File: src/rtl/xc_aesmix_pkg.sv
// Shared GF(2^8) helpers and coefficient tables for the lane-parallel
// AES MixColumns / InvMixColumns unit.
package xc_aesmix_pkg;

  // Coefficient row applied to b(i), b(i+1), b(i+2), b(i+3); index 0 is b(i).
  typedef logic [0:3][3:0] coef_t;

  localparam coef_t ENC_COEF = {4'h2, 4'h3, 4'h1, 4'h1};
  localparam coef_t DEC_COEF = {4'he, 4'hb, 4'hd, 4'h9};

  function automatic logic [7:0] xtime2(input logic [7:0] a);
    return {a[6:0], 1'b0} ^ (a[7] ? 8'h1b : 8'h00);
  endfunction

  function automatic logic [7:0] xtime3(input logic [7:0] a);
    return xtime2(a) ^ a;
  endfunction

  // Multiply by any 4-bit constant: sum of a*2^i over the set bits of coef4.
  function automatic logic [7:0] xtimeN(input logic [7:0] a, input logic [3:0] coef4);
    logic [7:0] acc;
    logic [7:0] p;
    acc = '0;
    p   = a;
    for (int i = 0; i < 4; i++) begin
      if (coef4[i]) acc = acc ^ p;
      p = xtime2(p);
    end
    return acc;
  endfunction

  function automatic bit lanes_ok(input int lanes);
    return (lanes == 1) || (lanes == 2) || (lanes == 4);
  endfunction

endpackage

File: src/rtl/xc_aesmix_byte.sv
// One output byte of (Inv)MixColumns: rotate the column so byte idx sits at
// position 0, then weight the four bytes by the selected coefficient row.
module xc_aesmix_byte
  import xc_aesmix_pkg::*;
(
  input  logic [31:0] column,
  input  logic [1:0]  idx,
  input  logic        enc,
  output logic [7:0]  r
);

  logic [31:0] rot;
  coef_t       c;

  assign rot = 32'({column, column} >> {idx, 3'b000});
  assign c   = enc ? ENC_COEF : DEC_COEF;

  assign r = xtimeN(rot[7:0],   c[0]) ^ xtimeN(rot[15:8],  c[1]) ^
             xtimeN(rot[23:16], c[2]) ^ xtimeN(rot[31:24], c[3]);

endmodule

File: src/rtl/xc_aesmix_lanes.sv
// AES (Inv)MixColumns on one column, LANES result bytes per cycle, with an
// optional fully registered result (OUT_REG=1).
module xc_aesmix_lanes
  import xc_aesmix_pkg::*;
#(
  parameter int LANES   = 4,
  parameter bit OUT_REG = 1'b0
) (
  input  logic        clock,
  input  logic        reset,
  input  logic        flush,
  input  logic [31:0] flush_data,
  input  logic        valid,
  input  logic [31:0] rs1,
  input  logic [31:0] rs2,
  input  logic        enc,
  output logic        ready,
  output logic [31:0] result
);

  localparam int STEPS = 4 / LANES;
  // Step in which ready fires: last compute step, or one past it when registered.
  localparam int LAST  = OUT_REG ? STEPS : STEPS - 1;

  if (!lanes_ok(LANES)) begin : g_bad_lanes
    $error("xc_aesmix_lanes: LANES must be 1, 2 or 4");
  end

  logic [2:0]             step_q, step_d;
  logic [31:0]            column;
  logic [LANES-1:0][7:0]  lane_r;
  logic [3:0][7:0]        res_b;
  logic                   unused_ok;

  assign column    = {rs2[31:16], rs1[15:0]};
  assign unused_ok = ^{rs1[31:16], rs2[15:0], flush_data[31:8]};

  assign ready = valid && !flush && !reset && (step_q == 3'(LAST));

  always_comb begin
    step_d = '0;
    if (valid && !flush && !ready) step_d = step_q + 3'd1;
  end

  always_ff @(posedge clock) begin
    if (reset) step_q <= '0;
    else       step_q <= step_d;
  end

  for (genvar l = 0; l < LANES; l++) begin : g_lane
    logic [1:0] idx;
    assign idx = 2'(step_q[1:0] * 2'(LANES)) + 2'(l);

    xc_aesmix_byte u_byte (
      .column (column),
      .idx    (idx),
      .enc    (enc),
      .r      (lane_r[l])
    );
  end

  for (genvar k = 0; k < 4; k++) begin : g_byte
    localparam int S = k / LANES;
    localparam int L = k % LANES;
    // Without OUT_REG the final step's bytes go straight to the output unstored.
    localparam bit STORE = OUT_REG || (S < STEPS - 1);

    logic       sel;
    logic [7:0] b_q, b_d;

    assign sel = (step_q == 3'(S));

    always_comb begin
      b_d = b_q;
      if (flush)                        b_d = flush_data[7:0];
      else if (STORE && valid && sel)   b_d = lane_r[L];
    end

    always_ff @(posedge clock) begin
      if (reset) b_q <= '0;
      else       b_q <= b_d;
    end

    assign res_b[k] = (!OUT_REG && sel) ? lane_r[L] : b_q;
  end

  assign result = (OUT_REG || valid) ? res_b : 32'h0;

endmodule

File: config.mk
export PLATFORM = sky130hd
export DESIGN_NAME = xc_aesmix_lanes
export DESIGN_NICKNAME = d
export VERILOG_FILES = /design/src/rtl/xc_aesmix_pkg.sv /design/src/rtl/xc_aesmix_byte.sv /design/src/rtl/xc_aesmix_lanes.sv
export SDC_FILE = /design/constraint.sdc
export NUM_CORES = 1
export LEC_CHECK = 0
export BUFFER_PORTS_ARGS = -buffer_cell sky130_fd_sc_hd__buf_4
export CAP_MARGIN = 0
export CORE_UTILIZATION = 50
export CTS_CLUSTER_DIAMETER = 30
export CTS_CLUSTER_SIZE = 12
export DETAILED_ROUTE_END_ITERATION = 16
export GPL_TIMING_DRIVEN = 0
export HOLD_SLACK_MARGIN = 0.03
export PLACE_DENSITY = 0.82
export SLEW_MARGIN = 20
export SYNTH_ARGS = -nofsm -noshare
export SYNTH_HDL_FRONTEND = slang
export SYNTH_SLANG_ARGS = --single-unit
File: constraint.sdc
create_clock -name clock -period 3.1 [get_ports clock]
set_input_delay 0.62 -clock clock [delete_from_list [all_inputs] [get_ports clock]]
set_output_delay 0.62 -clock clock [all_outputs]
set_load 0.05 [all_outputs]
* Yosys cells after proc, flatten, opt, wreduce, memory -nomap -nowiden
Cells that the tools add are included.
Word-level totals: flip-flop bits (word level) 11
Cells by class: muxes and demuxes 82, reduce and logical (&&, ||, !) cells 9, add/subtract/negate cells 1, bitwise gates (word level) 73
Operator list (number):
- XOR 8 bit | 72
- two-way mux 8 bit | 68
- two-way mux 5 bit | 12
- two-way mux 32 bit | 1
- two-way mux 16 bit | 1
- logical AND 1 bit | 4
- adder 3 x 1 -> 3 bit, second input constant | 1
- zero test 1 bit | 3
- zero test 3 bit | 1
- OR reduction 2 bit | 1
- NOT 1 bit | 1

* Longest topological paths before layout
Gate-level depths: netlist of run 1.
depth in word-level cells 13, depth in mapped cells 8, gate-level depth less buffers 7

* Hierarchy
A second synthesis of run 1 with hierarchy kept.
Second synthesis, totals: cell total of the unflattened synthesis 969, area, all modules 8768.4 µm²
Modules (own cells, without submodules):
- xc_aesmix_byte | sequential area each 0.0 µm², instances 4, cells an instance 211, area an instance 1941.9 µm²
- xc_aesmix_lanes | sequential area each 220.2 µm², instances 1, cells an instance 125, area an instance 1001.0 µm²

* Least setup slack after synthesis of run 1
Ideal clock, no wire load.
path type input to output, from in rs1[13], to out result[28], data required time 2480 ps, data arrival time 3120 ps, stages 7, path slack -640 ps, path buffers 1, cells stage by stage buf_2 xnor2_1 xnor3_1 nor2_1 xnor2_1 xnor2_1 a211oi_1
Between the ends: word-level cells in the longest chain between the ends 10
Ends and longest elaborated chain:
- start: declaration | RTL line xc_aesmix_lanes.sv:14 | input logic [31:0] rs1,
- XOR 8 bit (2 in series) | RTL line xc_aesmix_pkg.sv:12 | return {a[6:0], 1'b0} ^ (a[7] ? 8'h1b : 8'h00);
- two-way mux 5 bit | RTL line xc_aesmix_pkg.sv:12
- XOR 8 bit | RTL line xc_aesmix_pkg.sv:12
- XOR 8 bit | RTL line xc_aesmix_pkg.sv:26 | if (coef4[i]) acc = acc ^ p;
- two-way mux 8 bit | RTL line xc_aesmix_pkg.sv:26
- XOR 8 bit | RTL line xc_aesmix_byte.sv:18 | assign r = xtimeN(rot[7:0], c[0]) ^ xtimeN(rot[15:8], c[1]) ^
- XOR 8 bit | RTL line xc_aesmix_byte.sv:19 | xtimeN(rot[23:16], c[2]) ^ xtimeN(rot[31:24], c[3]);
- two-way mux 8 bit | RTL line xc_aesmix_lanes.sv:84 | assign res_b[k] = (!OUT_REG && sel) ? lane_r[L] : b_q;
- two-way mux 32 bit | RTL line xc_aesmix_lanes.sv:87 | assign result = (OUT_REG || valid) ? res_b : 32'h0;
- end: declaration | RTL line xc_aesmix_lanes.sv:18 | output logic [31:0] result
No other way between the ends.

* Final worst setup path of run 1
from in rs1[7], to out result[19]
Between the ends: word-level cells in the longest chain between the ends 12
Ends and longest elaborated chain (RTL line):
- two-way mux 5 bit (*) | xc_aesmix_pkg.sv:12
- XOR 8 bit (*) | xc_aesmix_pkg.sv:12
- XOR 8 bit | xc_aesmix_pkg.sv:26
- two-way mux 8 bit | xc_aesmix_pkg.sv:26
- XOR 8 bit | xc_aesmix_pkg.sv:26
- two-way mux 8 bit | xc_aesmix_pkg.sv:26
- XOR 8 bit | xc_aesmix_pkg.sv:26
- two-way mux 8 bit (*) | xc_aesmix_pkg.sv:26
- XOR 8 bit (*) | xc_aesmix_byte.sv:18
- XOR 8 bit (*) | xc_aesmix_byte.sv:19
- two-way mux 8 bit (*) | xc_aesmix_lanes.sv:84
- two-way mux 32 bit (*) | xc_aesmix_lanes.sv:87
Every way passes the cells marked *; elsewhere a longest branch is shown, timed or not.

==> results of run 1 <==
-- worst reg2reg max path: stages (launching register included) --
cell and delay (ps):
dfxtp_1 330, inv_1 60, ha_1 180, nor2b_1 280
buf_6 170, clkbuf_2 290, nor3b_1 100
-- area by class of cell --
type                            count  share of cell area
Inverter                            4             0.00317
Tap cell                           80              0.0211
Clock buffer                        4             0.00951
Timing Repair Buffer               66               0.116
Sequential cell                    11              0.0465
Buffer                             34              0.0663
Multi-Input combinational cell    325               0.738
-- state kept, by name, indices dropped and copies added (netlist names) --
register	flops
step_q	3
g_byte.b_q	8
-- repair_timing --
item / CTS / global route
setup endpoints to repair: 22 / 21
pin swaps: 24 / 25
hold buffers: 0 / 0
endpoints found under the hold margin: 0 / 0
setup buffers: 7 / 6
resized for setup: 47 / 46
-- worst max path at each step --
stage / to / slack [ps] / cells after the start
finish: result[19] / -80 / 8
global route: result[28] / -100 / 8
CTS: result[28] / -50 / 8
detailed placement: result[27] / -270 / 8
global placement: result[27] / -260 / 8
floorplan: result[28] / -180 / 7
-- cell families (layout without fill, tap and decap cells) --
kind of cell | after synthesis | in the layout | share of synthesized area
compound gates | 49 | 49 | 0.0738
fa+ha+maj | 2 | 2 | 0.00720
xor+xnor | 199 | 199 | 0.663
mux | 14 | 14 | 0.0407
simple gates | 61 | 61 | 0.0821
buf+inv | 38 | 108 | 0.0698
flops | 11 | 11 | 0.0634
-- layer usage --
metal / up-vias / GRT usage
li1: 1354 / -
met1: 1403 / 0.346
met2: 121 / 0.474
met3: 24 / 0.0360
met4: 0 / 0.0621
met5: - / 0
-- cells in the mapped netlist (all sizes together) --
master | instances | area share
dfxtp | 11 | 0.063
o21a | 2 | 0.0043
a21oi | 25 | 0.036
and3 | 1 | 0.0018
or4 | 1 | 0.0022
ha | 2 | 0.0072
xnor2 | 134 | 0.35
nand2 | 8 | 0.0086
dlygate4sd3 | 1 | 0.0029
nand3 | 4 | 0.0058
and3b | 1 | 0.0025
xnor3 | 30 | 0.20
inv | 4 | 0.0043
xor3 | 5 | 0.035
nor2 | 30 | 0.033
a211oi | 1 | 0.0022
o22ai | 1 | 0.0018
a31oi | 2 | 0.0036
o21ai | 18 | 0.026
nor3 | 3 | 0.0043
mux2i | 13 | 0.037
nand2b | 5 | 0.0090
mux2 | 1 | 0.0032
nor3b | 1 | 0.0022
xor2 | 30 | 0.080
nor2b | 4 | 0.0072
or3 | 3 | 0.0054
buf | 22 | 0.046
clkbuf | 10 | 0.014
dlygate4sd1 | 1 | 0.0025
-- through the flow --
stage          area [sq um]   util  TNS (ps)  hold slack, ps
4_1_cts                4470  0.662     -97.7             480
3_3_place_gp           4120  0.610     -2130             443
6_report               4740  0.701      -125             475
3_5_place_dp           4120  0.610     -2620             473
5_1_grt                4740  0.701      -503             499
2_1_floorplan          3620      -      -179             431
-- power groups by stage --
stage          registers [W]  logic (W)  clock network, W
3_5_place_dp        0.000155    0.00201                 0
2_1_floorplan       0.000153    0.00160                 0
5_1_grt             0.000153    0.00238          0.000154
4_1_cts             0.000152    0.00212          0.000148
6_report            0.000152    0.00228          0.000148
3_3_place_gp        0.000154    0.00199                 0
==> impl_metrics.tcl, run 1 <==
set metrics [dict create \
    outcome "finished, violations left" \
    failed_checks "negative setup slack" \
    arrival_ps 2560 \
    synth.distinct_cells 40 \
    min_path_type "reg -> reg" \
    io_buffers 53 \
    crit_type "in -> out" \
    placed_cells 507 \
    p_clk_frac 0.057 \
    vias 2902 \
    critPathLaunchType "input port" \
    ir_drop_uv 305 \
    cts_sinks 11 \
    core.rowCount 30 \
    intPower_w 0.00128 \
    seq_area_sq_um 220 \
    drc_errors 0 \
    path_cells "buf_8, xor2_4, xnor2_1, xnor3_1, xnor2_2, or4_1, and3_4, buf_6" \
    setup_viol 3 \
    skew_ps 0.228 \
    cellLeakagePower_nw 2.10 \
    layout.cells.non_filler 524 \
    power_w 0.00258 \
    p_per_area_nw_per_um2 545 \
    antenna_found_initial 0 \
    sw_frac_of_total 0.503 \
    required_ps 2480 \
    min_from "step_q[0]" \
    startpoint "rs1[7]" \
    die_area_sq_um 7290 \
    crit_slowest_cell "xnor3_1" \
    cts_tree "yes" \
    holdPathEnd "step_q[0]" \
    grt_max_degree 11 \
    hold_depth 1 \
    grt_usage 0.267 \
    clock_path_buffers 2 \
    drv_slew 0 \
    globalplace.congestion 0.898 \
    tightest_slew_ps 833 \
    drive_above_1_share 0.399 \
    path_clk_slew_ps 50 \
    multi_input_area_sq_um 3490 \
    setup_slack_ps -76.4 \
    p_seq_frac 0.059 \
    worst_setup_path_end_kind "primary output" \
    met2WireLength_um 4850 \
    place_ws_ps -273 \
    reg2reg_depth 6 \
    ys_ff_latch 11 \
    cts_max_level 1 \
    p_switching_w 0.00130 \
    drt_iter0_drc 239 \
    wire_per_inst_um 18.6 \
    reg2reg_slack_ps 1570 \
    synth_cells 374 \
    final_cell_mix "xnor2_1, buf_4, xor2_1, xnor2_2, nor2_1" \
    antenna_cells 0 \
    crit_family "XOR/XNOR gates" \
    synth_area_per_cell_sq_um 9.29 \
    synth-warning-count 0 \
    hold_viol 0 \
    fmax_mhz 315 \
    grt_pass1_vias 2878 \
    clock_latency_ps 240 \
    hpwl_um 7470 \
    met1_length_um 4030 \
    top_layer "met4" \
    grt_overflow 0 \
    first_pass_iters 7 \
    clockRootBuffer "clkbuf_8" \
    met3_length_um 568 \
    io_pins 134 \
    netlist_area_sq_um 3480 \
    nFillCells 491 \
    crit_fanout 8 \
    min_period_ps 3180 \
    period_share 1.02 \
    cts_inserted_buffers 3 \
    die_x_um 85.4 \
    ant_nets 0 \
    core_sq_um 6760 \
    routed_wl_um 9740 \
    viasPerCell 5.54 \
    cp_slowest_stage_delay_ps 470 \
    reg2reg_to "step_q[1]" \
    syn_to_final_growth_pct 36.3 \
    ys_seq_area_frac 0.0634 \
    share_comb_of_total_power 0.884 \
    crit_buf_inv 2 \
    start_util 0.514 \
    synthesis.nets 477 \
    maxSlewHeadroom 0.445 \
    grt_pass1_wl_um 15100 \
    nets 548 \
    final_common_cell "xnor2_1" \
    r2r_start "step_q[0]" \
    dieHeight_um 85.4 \
    rsz0062_at_grt "true" \
    maxCapViolCount 0 \
]
Note: power is estimated with default switching activity, not from simulation.
==> inputs of run 2 (changes only) <==
--- a/config.mk
+++ b/config.mk
@@ -7,13 +7,14 @@
 export LEC_CHECK = 0
 export BUFFER_PORTS_ARGS = -buffer_cell sky130_fd_sc_hd__buf_4
 export CAP_MARGIN = 0
-export CORE_UTILIZATION = 50
+export CORE_UTILIZATION = 51
 export CTS_CLUSTER_DIAMETER = 30
 export CTS_CLUSTER_SIZE = 12
 export DETAILED_ROUTE_END_ITERATION = 16
+export GPL_ROUTABILITY_DRIVEN = 0
 export GPL_TIMING_DRIVEN = 0
 export HOLD_SLACK_MARGIN = 0.03
-export PLACE_DENSITY = 0.82
+export PLACE_DENSITY = 0.83
 export SLEW_MARGIN = 20
 export SYNTH_ARGS = -nofsm -noshare
 export SYNTH_HDL_FRONTEND = slang
==> impl_metrics.tcl, run 2 (synthesized netlist as in run 1, its figures left out) <==
set metrics [dict create \
    sw_frac_of_total 0.509 \
    nets 558 \
    place_area_sq_um 4120 \
    min_path_type "reg -> reg" \
    outcome "finished, violations left" \
    setup_viol 4 \
    crit_fanout 10 \
    final_common_cell "xnor2_1" \
    required_ps 2480 \
    fmax_mhz 306 \
    ir_drop_uv 456 \
    drc_errors 4 \
    layout.cells.non_filler 531 \
    syn_to_final_growth_pct 41.1 \
    grt_overflow 0 \
    core.rowCount 29 \
    cts_max_level 1 \
    maxCapViolCount 0 \
    power_w 0.00267 \
    reg2reg_depth 6 \
    tightest_slew_ps 880 \
    grt_pass1_vias 2860 \
    drive_above_1_share 0.427 \
    holdPathEnd "step_q[0]" \
    viasPerCell 5.83 \
    p_switching_w 0.00136 \
    hold_viol 0 \
    first_pass_iters 11 \
    antenna_found_initial 0 \
    min_from "step_q[0]" \
    drt_iter0_drc 243 \
    cts_tree "yes" \
    reg2reg_slack_ps 1300 \
    hold_depth 1 \
    wire_per_inst_um 21.2 \
    period_share 1.05 \
    p_per_area_nw_per_um2 544 \
    path_cells "buf_4, buf_4, xnor2_2, xnor2_1, xnor2_1, xnor2_2, or4_1, and3_4, buf_6" \
    top_regs "g_byte.b_q: 8 flops, step_q: 3 flops" \
    clockRootBuffer "clkbuf_8" \
    final_area_sq_um 4900 \
    placed_cells 504 \
    vias 3097 \
    path_clk_slew_ps 50 \
    arrival_ps 2640 \
    share_comb_of_total_power 0.886 \
    start_util 0.538 \
    reg2reg_to "step_q[1]" \
    grt_usage 0.264 \
    crit_slowest_cell "or4_1" \
    cts_sinks 11 \
    clock_latency_ps 250 \
    routed_wl_um 11300 \
    p_seq_frac 0.057 \
    place_ws_ps -308 \
    min_period_ps 3260 \
    maxSlewHeadroom 0.413 \
    ant_nets 0 \
    die_x_um 84.6 \
    antenna_cells 0 \
    dieHeight_um 84.6 \
    skew_ps 0.0706 \
    drv_slew 0 \
    cellLeakagePower_nw 2.18 \
    clock_path_buffers 2 \
    largest_register "g_byte.b_q" \
    rsz0062_at_grt "true" \
    grt_pass1_wl_um 14500 \
    grt_max_degree 11 \
    worst_setup_path_end_kind "primary output" \
    die_area_sq_um 7150 \
    crit_family "XOR/XNOR gates" \
    intPower_w 0.00131 \
    critPathLaunchType "input port" \
    final.setup.tns_ps -247 \
    final_cell_mix "xnor2_1, buf_4, xor2_1, xnor2_2, buf_6" \
    crit_buf_inv 3 \
    cp_slowest_stage_delay_ps 440 \
    crit_type "in -> out" \
    failed_checks "design-rule violations, negative setup slack" \
    p_clk_frac 0.057 \
    setup_slack_ps -164 \
    io_buffers 53 \
    core_sq_um 6460 \
    hpwl_um 7490 \
    largest_reg_flops 8 \
    io_pins 134 \
    cts_inserted_buffers 3 \
    r2r_start "step_q[0]" \
]
[run 2: through the flow]
stage,utilization,hold slack [ps]
6_report,0.759,464
5_1_grt,0.759,504
4_1_cts,0.684,467
3_5_place_dp,0.637,461
3_3_place_gp,0.637,444
2_1_floorplan,-,431
[run 2: timing repair]
| item | CTS | global route |
|---|---|---|
| hold buffers | 0 | 0 |
| buffers inserted | 2 | 20 |
| cloned | 0 | 1 |
| resized for setup | 46 | 68 |
| endpoints found under the setup margin | 23 | 24 |
| pin swaps | 22 | 29 |
[run 2: routing by layer]
metal | GRT usage | up-vias | part of all wire
li1 | - | 1388 | -
met1 | 0.332 | 1540 | 0.39
met2 | 0.479 | 149 | 0.53
met3 | 0.0354 | 20 | 0.058
met4 | 0.0616 | 0 | 0.017
met5 | 0 | - | 0
[run 2: how the worst max path moves through the flow]
stage            endpoint  cells after the start     from  slack, ps
3_5_place_dp   result[27]                      8  rs2[31]       -310
6_report       result[19]                      9  rs2[23]       -160
3_3_place_gp   result[27]                      8  rs2[31]       -250
2_1_floorplan  result[28]                      7  rs1[13]       -180
5_1_grt        result[19]                      9  rs2[23]       -200
4_1_cts        result[19]                      8   rs1[5]       -120
[run 2: power groups by stage]
stage               clock network, W  registers (W)  logic [W]
global route                0.000160       0.000153    0.00244
finish                      0.000152       0.000152    0.00236
detailed placement                 0       0.000155    0.00202
floorplan                          0       0.000153    0.00160
CTS                         0.000149       0.000152    0.00213
global placement                   0       0.000154    0.00199
[run 2: area by class of cell]
class,instances,area (sq um)
Fill cell,384,1550
Clock buffer,4,45.0
Timing Repair Buffer,76,641
Buffer,34,328
Multi-Input combinational cell,325,3560
Tap cell,77,96.3
Sequential cell,11,220
Inverter,4,15.0
[run 2: worst reg2reg max path, delay by kind of cell (launching register included)]
family / cells / cell delay (ps)
buf+inv: 3 / 720
flops: 1 / 320
fa+ha+maj: 1 / 170
simple gates: 2 / 450
